===== src/rtl/sync_fifo_param.sv =====
`default_nettype none
// ============================================================================
// Module      : sync_fifo_param
// Description : Parametrised single-clock FIFO with wrap-bit pointers,
//               registered occupancy count, almost-full/almost-empty flags and
//               a registered read port (1-cycle read latency).
//               Optional sticky overflow/underflow flags: define
//               FIFO_ERR_FLAGS_EN to build the overflow and underflow ports.
// Revision    : 1.0 - initial release
// ============================================================================
module sync_fifo_param #(
    parameter int DATA_W   = 8,
    parameter int DEPTH    = 16,
    parameter int AF_LEVEL = 14,
    parameter int AE_LEVEL = 2
) (
    input  logic                    clk,
    input  logic                    rst,
    input  logic                    wr,
    input  logic                    rd,
    input  logic [DATA_W-1:0]       data_in,
    output logic [DATA_W-1:0]       data_out,
    output logic                    full,
    output logic                    empty,
    output logic                    almost_full,
    output logic                    almost_empty,
    output logic [$clog2(DEPTH):0]  count
`ifdef FIFO_ERR_FLAGS_EN
    ,
    output logic                    overflow,
    output logic                    underflow
`endif
);

    localparam int ADDR_W = $clog2(DEPTH);

    // Thresholds narrowed to the count width so the flag compares are exact.
    localparam logic [ADDR_W:0] c_af_level = AF_LEVEL[ADDR_W:0];
    localparam logic [ADDR_W:0] c_ae_level = AE_LEVEL[ADDR_W:0];

    // ------------------------------------------------------------------------
    // Elaboration-time parameter checks
    // ------------------------------------------------------------------------
    if (DATA_W < 1) begin : g_bad_data_w
        $error("sync_fifo_param: DATA_W must be >= 1");
    end

    if ((DEPTH < 2) || ((DEPTH & (DEPTH - 1)) != 0)) begin : g_bad_depth
        $error("sync_fifo_param: DEPTH must be a power of 2 and >= 2");
    end

    if ((AF_LEVEL < 1) || (AF_LEVEL > DEPTH)) begin : g_bad_af_level
        $error("sync_fifo_param: AF_LEVEL must be in 1..DEPTH");
    end

    if ((AE_LEVEL < 0) || (AE_LEVEL > DEPTH - 1)) begin : g_bad_ae_level
        $error("sync_fifo_param: AE_LEVEL must be in 0..DEPTH-1");
    end

    // ------------------------------------------------------------------------
    // State
    // ------------------------------------------------------------------------
    logic [DATA_W-1:0] r_mem [DEPTH];
    logic [ADDR_W:0]   r_wr_ptr;
    logic [ADDR_W:0]   r_rd_ptr;
    logic [ADDR_W:0]   r_count;
    logic [DATA_W-1:0] r_data_out;

    logic              w_full;
    logic              w_empty;
    logic              w_wr_en;
    logic              w_rd_en;
    logic [ADDR_W-1:0] w_wr_addr;
    logic [ADDR_W-1:0] w_rd_addr;

    assign w_wr_addr = r_wr_ptr[ADDR_W-1:0];
    assign w_rd_addr = r_rd_ptr[ADDR_W-1:0];

    // Flags come only from registered pointers/count, never from wr/rd.
    assign w_empty = (r_wr_ptr == r_rd_ptr);
    assign w_full  = (r_wr_ptr[ADDR_W] != r_rd_ptr[ADDR_W]) &&
                     (w_wr_addr == w_rd_addr);

    // Write and read are qualified independently against pre-edge flags.
    assign w_wr_en = wr && !w_full;
    assign w_rd_en = rd && !w_empty;

    // ------------------------------------------------------------------------
    // Storage array: intentionally not reset, contents are don't-care
    // ------------------------------------------------------------------------
    always_ff @(posedge clk) begin
        if (!rst && w_wr_en) begin
            r_mem[w_wr_addr] <= data_in;
        end
    end

    // ------------------------------------------------------------------------
    // Pointers, occupancy and read data
    // ------------------------------------------------------------------------
    always_ff @(posedge clk) begin
        if (rst) begin
            r_wr_ptr   <= '0;
            r_rd_ptr   <= '0;
            r_count    <= '0;
            r_data_out <= '0;
        end else begin
            if (w_wr_en) begin
                r_wr_ptr <= r_wr_ptr + 1'b1;
            end

            if (w_rd_en) begin
                r_rd_ptr   <= r_rd_ptr + 1'b1;
                r_data_out <= r_mem[w_rd_addr];
            end

            case ({w_wr_en, w_rd_en})
                2'b10:   r_count <= r_count + 1'b1;
                2'b01:   r_count <= r_count - 1'b1;
                default: r_count <= r_count;
            endcase
        end
    end

    // ------------------------------------------------------------------------
    // Outputs
    // ------------------------------------------------------------------------
    assign data_out     = r_data_out;
    assign count        = r_count;
    assign full         = w_full;
    assign empty        = w_empty;
    assign almost_full  = (r_count >= c_af_level);
    assign almost_empty = (r_count <= c_ae_level);

`ifdef FIFO_ERR_FLAGS_EN
    logic r_overflow;
    logic r_underflow;

    // Sticky: set by a rejected request, cleared only by reset.
    always_ff @(posedge clk) begin
        if (rst) begin
            r_overflow  <= 1'b0;
            r_underflow <= 1'b0;
        end else begin
            if (wr && w_full) begin
                r_overflow <= 1'b1;
            end
            if (rd && w_empty) begin
                r_underflow <= 1'b1;
            end
        end
    end

    assign overflow  = r_overflow;
    assign underflow = r_underflow;
`endif

endmodule

`default_nettype wire


===== config.mk =====
export PLATFORM = sky130hd
export DESIGN_NAME = sync_fifo_param
export DESIGN_NICKNAME = d
export VERILOG_FILES = /design/src/rtl/sync_fifo_param.sv
export SDC_FILE = /design/constraint.sdc
export NUM_CORES = 1
export LEC_CHECK = 0
export CELL_PAD_IN_SITES_DETAIL_PLACEMENT = 1
export CELL_PAD_IN_SITES_GLOBAL_PLACEMENT = 1
export CORE_ASPECT_RATIO = 0.75
export CORE_MARGIN = 2
export CORE_UTILIZATION = 51
export CTS_CLUSTER_DIAMETER = 100
export DETAILED_ROUTE_END_ITERATION = 16
export GPL_TIMING_DRIVEN = 0
export PLACE_DENSITY_LB_ADDON = 0.1
export RECOVER_POWER = 100
export SLEW_MARGIN = 20
export SYNTH_ARGS = -nofsm -noshare
export SYNTH_HDL_FRONTEND = slang
export SYNTH_SLANG_ARGS = --single-unit

===== constraint.sdc =====
create_clock -name clk -period 3.7 [get_ports clk]
set_input_delay 0.74 -clock clk [delete_from_list [all_inputs] [get_ports clk]]
set_output_delay 0.74 -clock clk [all_outputs]
set_load 0.1 [all_outputs]

## Word level (Yosys, flattened, before mapping)

Memory sizes are Yosys's and may differ from the RTL's. A register that Yosys moved wholly into a read port is not among the register bits.
Index checks and enable logic that the tools add are counted.

| storage, ports and cells | value |
|---|---|
| flip-flop bits (word level) | 15 |
| memory bits (writable) | 128 |
| input bits | 12 |
| memories | 1 |

Memories:

| memory | depth | width | read ports | clocked after Yosys merged registers in | wr ports | line | RTL |
|---|---|---|---|---|---|---|---|
| r_mem | 16 | 8 | 1 | 1 | 1 | 63 | `logic [DATA_W-1:0] r_mem [DEPTH];` |

| cells by class | value |
|---|---|
| $add $sub $neg | 4 |
| order comparisons | 2 |
| eq/ne operators | 5 |
| multiplexer cells | 3 |
| reductions and logical operators | 8 |

Operators by type and width:

| operator | number |
|---|---|
| adder 5 x 1 -> 5 bit (second input constant) | 3 |
| case mux 5 bit (2 select lines) | 1 |
| equality test 5 bit | 1 |
| >= comparator 5 x 4 -> 1 bit (second input constant) | 1 |
| less-or-equal comparator 5 x 2 -> 1 bit (second input constant) | 1 |
| subtractor 5 x 1 -> 5 bit (second input constant) | 1 |
| equality test 4 bit | 1 |
| logical AND 1 bit | 4 |
| zero test 1 bit | 3 |
| equality test 2 x 1 -> 1 bit (second input constant) | 1 |
| equality test 2 bit (second input constant) | 1 |
| two-way mux 1 bit | 2 |
| nonzero test 2 bit | 1 |
| != test 1 bit | 1 |

## Depth between registers and ports, before layout

| logic depth | value |
|---|---|
| depth in word-level cells | 7 |
| mapped depth | 13 |
| gate-level depth less buffers | 11 |

## Least setup slack after synthesis

Ideal clock, no wire load.

| timing path | value |
|---|---|
| kind | register -> output |
| start | register r_count[1] (netlist: count[1]) |
| end | output port almost_empty |
| data arrival time | 5,551 ps |
| data required time | 2,960 ps |
| path slack | -2,591 ps |
| stages on the path, launching flop included | 2 |
| path through | dfxtp_1 > a2111oi_0 |

| between the ends | value |
|---|---|
| longest elaborated chain between the ends | 1 |

RTL lines:

| item | line | RTL |
|---|---|---|
| from (decl) | 66 | `logic [ADDR_W:0] r_count;` |
| from (signal assigned) | 117 | `2'b10: r_count <= r_count + 1'b1;` |
| from (signal assigned) | 118 | `2'b01: r_count <= r_count - 1'b1;` |
| from (signal assigned) | 119 | `default: r_count <= r_count;` |
| less-or-equal comparator 5 x 2 -> 1 bit | 132 | `assign almost_empty = (r_count <= c_ae_level);` |
| to (decl) | 26 | `output logic almost_empty,` |

No other way between the ends.

## Worst setup path after layout

| timing path | value |
|---|---|
| start | register r_rd_ptr[1] |
| end | output port full |

| between the ends | value |
|---|---|
| longest elaborated chain between the ends | 2 |

RTL lines:

| item | line | RTL |
|---|---|---|
| from (decl) | 65 | `logic [ADDR_W:0] r_rd_ptr;` |
| from (signal assigned) | 112 | `r_rd_ptr <= r_rd_ptr + 1'b1;` |
| equality test 4 bit | 82 | `(w_wr_addr == w_rd_addr);` |
| logical AND 1 bit | 81 | `assign w_full = (r_wr_ptr[ADDR_W] != r_rd_ptr[ADDR_W]) &&` |
| to (decl) | 23 | `output logic full,` |

No other way between the ends.

==> out/results.tsv <==
metric	value	unit
path_max_fanout	10	
die_x	131.7	µm
syn-cell-area	0.006235	mm²
number_of_vias_in_the_routed_layout	3610	
switching_share	31.68	%
cts.htree.levels	4	
die_h	99.76	µm
sequentialPowerShare	43.1	%
clockBufferDepth	2	
globalRoute.totalOverflow	0	
timing.setup.critical_path_class	reg2out	
synth_enable_flop_cells	128	
routed_via_density	5.957	
powerDensity	618.4	mW/mm²
core_area	0.01174	mm²
initial_utilization	53.10	%
clk_pin_slew	0.06	ns
syn2layout_area_growth	17.04	%
final_common_cell	sky130_fd_sc_hd__edfxtp_1	
arrival	2.84	ns
grt.total_usage	25.14	%
design.portCount	29	
largest_net_degree_at_the_start_of_global_routing	17	
post_cts.resized_instances	0	
power_report.internal_total	3.083	mW
drt_first_iter_violations	293	
post-layout-total-power	4.513	mW
ctsRootBufferMaster	sky130_fd_sc_hd__clkbuf_16	
worstPathBufferInverterCount	2	
fin_tns_setup	0	ns
cp_cell_sequence	buf_6 > xnor2_1 > nand4_1 > nor2_1 > clkdlybuf4s50_1	
status	complete, but fails checks	
max_stage_delay	1.15	ns
tritoncts	built	
row_count	34	
num-nets-final	454	
setup.worst_path.start	r_rd_ptr[1]	
routed_wirelength	15180	µm
synth_cells	374	
synth_sequential_area_ratio	69.03	%
switchingPower	1.430	mW
grt_pass1_wl	23700	µm
combinationalPowerShare	19.7	%
leakagePower	2.394	nW
rsz_0062_raised_after_global_routing	false	
crit-reg2reg-launch	r_rd_ptr[1]	
synth_top_flop_cell	sky130_fd_sc_hd__edfxtp_1	
failed_checks	max-capacitance violations, max-slew violations	
timing.hold.worst.class	reg2reg	
detail_route.first_pass.iterations	5	
yosys_register_bits	151	
final-max-slew-violation-count	9	
die_area	0.01313	mm²
worst_slew_pin_slew	1.592	ns
drtAntennaViolNets	0	
synth_top_area_share	61.65	%
route.detailed.drc	0	
synth_fp_nets	396	
setup_viol	0	
final.period_utilization	96.72	%
hold_viol	0	
antennaDiodeCount	0	
post_synth.cell_area_avg	16.67	µm²
synthesis.yosys.warnings	0	
synth.lib_cells_used.distinct	38	
numCtsBuffers	17	
routedWlPerCell	25.05	µm
vdd_drop_max	0.4946	mV
timing.critical_path.slowest_stage_cell	sky130_fd_sc_hd__clkdlybuf4s50_1	
post_route_cells_drive_above_1_share	20.50	%
synth_area_leaders	sky130_fd_sc_hd__edfxtp_1 62%, sky130_fd_sc_hd__mux4_2 8.7%, sky130_fd_sc_hd__dfxtp_1 7.4%	
worst_clock_skew	0.005515	ns
worst_ep_required	2.96	ns
cts_num_sinks	151	
final_cell_mix	128 x sky130_fd_sc_hd__edfxtp_1, 24 x sky130_fd_sc_hd__mux4_2, 24 x sky130_fd_sc_hd__dlygate4sd3_1, 23 x sky130_fd_sc_hd__dfxtp_1	
hpwl	10360	µm
antenna_found_initial	0	
port_buffers	28	
worst_skew_pair.late_latency	0.42	ns
sort_of_element_at_the_start_of_the_critical_path	register	
gp_routability_congestion	0.7710	
holdBufCountCts	0	
worst_hold_startpoint	data_out[4]	
async_reset_ff_share	0	%
fin_crit	3.579	ns
cts_setup_buffers	0	
critPathCaptureType	primary output	
grt_pass1_vias	3817	
max_cap_violations	2	
timing.fmax	279.4	MHz
crit_family	buffers and inverters	
clock_power_share	37.2	%
worst_slew_slack_as_a_fraction_of_its_limit	-7.124	%
netlist.top_cell.by_area	sky130_fd_sc_hd__edfxtp_1	
[logic make-up after synthesis]
logic type,share of synthesized area [%]
compound gates,5.378
buf+inv,2.549
xor+xnor,1.967
mux,12.04
simple gates,6.904
flops,69.03
fa+ha+maj,2.127
[layer usage]
metal  share of wire, %  GRT usage (%)  up-vias
li1                   -              -     1596
met1                 46          35.94     1876
met4                1.2          7.023        0
met2                 47          39.87      122
met3                6.3          5.148       16
met5                  0              0        -
[registers in the layout (all words and copies together), names as in the netlist]
register,count
r_rd_ptr,5
r_wr_ptr,5
r_mem,128
data_out,8
count,5
[power groups by stage]
stage | registers (mW) | logic, mW | clock network [mW]
after global routing | 1.95 | 0.935 | 1.75
after detailed placement | 1.98 | 0.924 | 0
after floorplan | 2.22 | 0.433 | 0
final | 1.94 | 0.889 | 1.68
after global placement | 1.98 | 0.903 | 0
after CTS | 1.95 | 0.931 | 1.69
[worst min-delay path, delay by kind of cell, from the launching register on]
kind / cells / cell delay, ns
flip-flops: 1 / 0.31
AND/OR/NAND/NOR: 2 / 0.15
[cell type report]
cell class / instances / area [µm²]
Clock inverter: 14 / 146.4
Buffer: 25 / 132.6
Timing Repair Buffer: 39 / 315.3
Tap cell: 162 / 202.7
Multi-Input combinational cell: 194 / 1755
Sequential cell: 151 / 4304
Clock buffer: 17 / 425.4
Fill cell: 1104 / 4444
Inverter: 4 / 15.01
[metrics by stage]
step	hold slack [ns]	instances	utilization (%)	setup WS, ns	cell area [µm²]
floorplan	0.4942	374	-	0.1487	6241
detailed placement	0.4809	575	58.63	0.2620	6884
global route	0.5271	606	62.15	0.01012	7297
finish	0.4889	606	62.15	0.1215	7297
global placement	0.4805	564	57.27	0.004662	6724
CTS	0.4940	606	63.50	0.1468	7456
[worst paths after layout]
| kind | to | slack, ns | depth (start not counted) |
|---|---|---|---|
| worst max-delay path | full | 0.12 | 5 |
| worst min-delay path | data_out[4] | 0.49 | 2 |
| worst max register to register | count[4] | 0.29 | 13 |
| worst min register to register | data_out[4] | 0.49 | 2 |
[synth_stat cells (all sizes together), types with 6 or more instances]
| cell type | n |
|---|---|
| xnor2 | 9 |
| mux2 | 16 |
| nand2b | 6 |
| clkbuf | 6 |
| mux4 | 24 |
| edfxtp | 128 |
| nor2b | 9 |
| o22ai | 8 |
| a211oi | 16 |
| ha | 9 |
| nor3 | 20 |
| nor4 | 8 |
| buf | 19 |
| dfxtp | 23 |
| nor2 | 21 |
| o21ai | 6 |
| a21oi | 8 |
No activity file was read; power rests on OpenSTA's default activity.
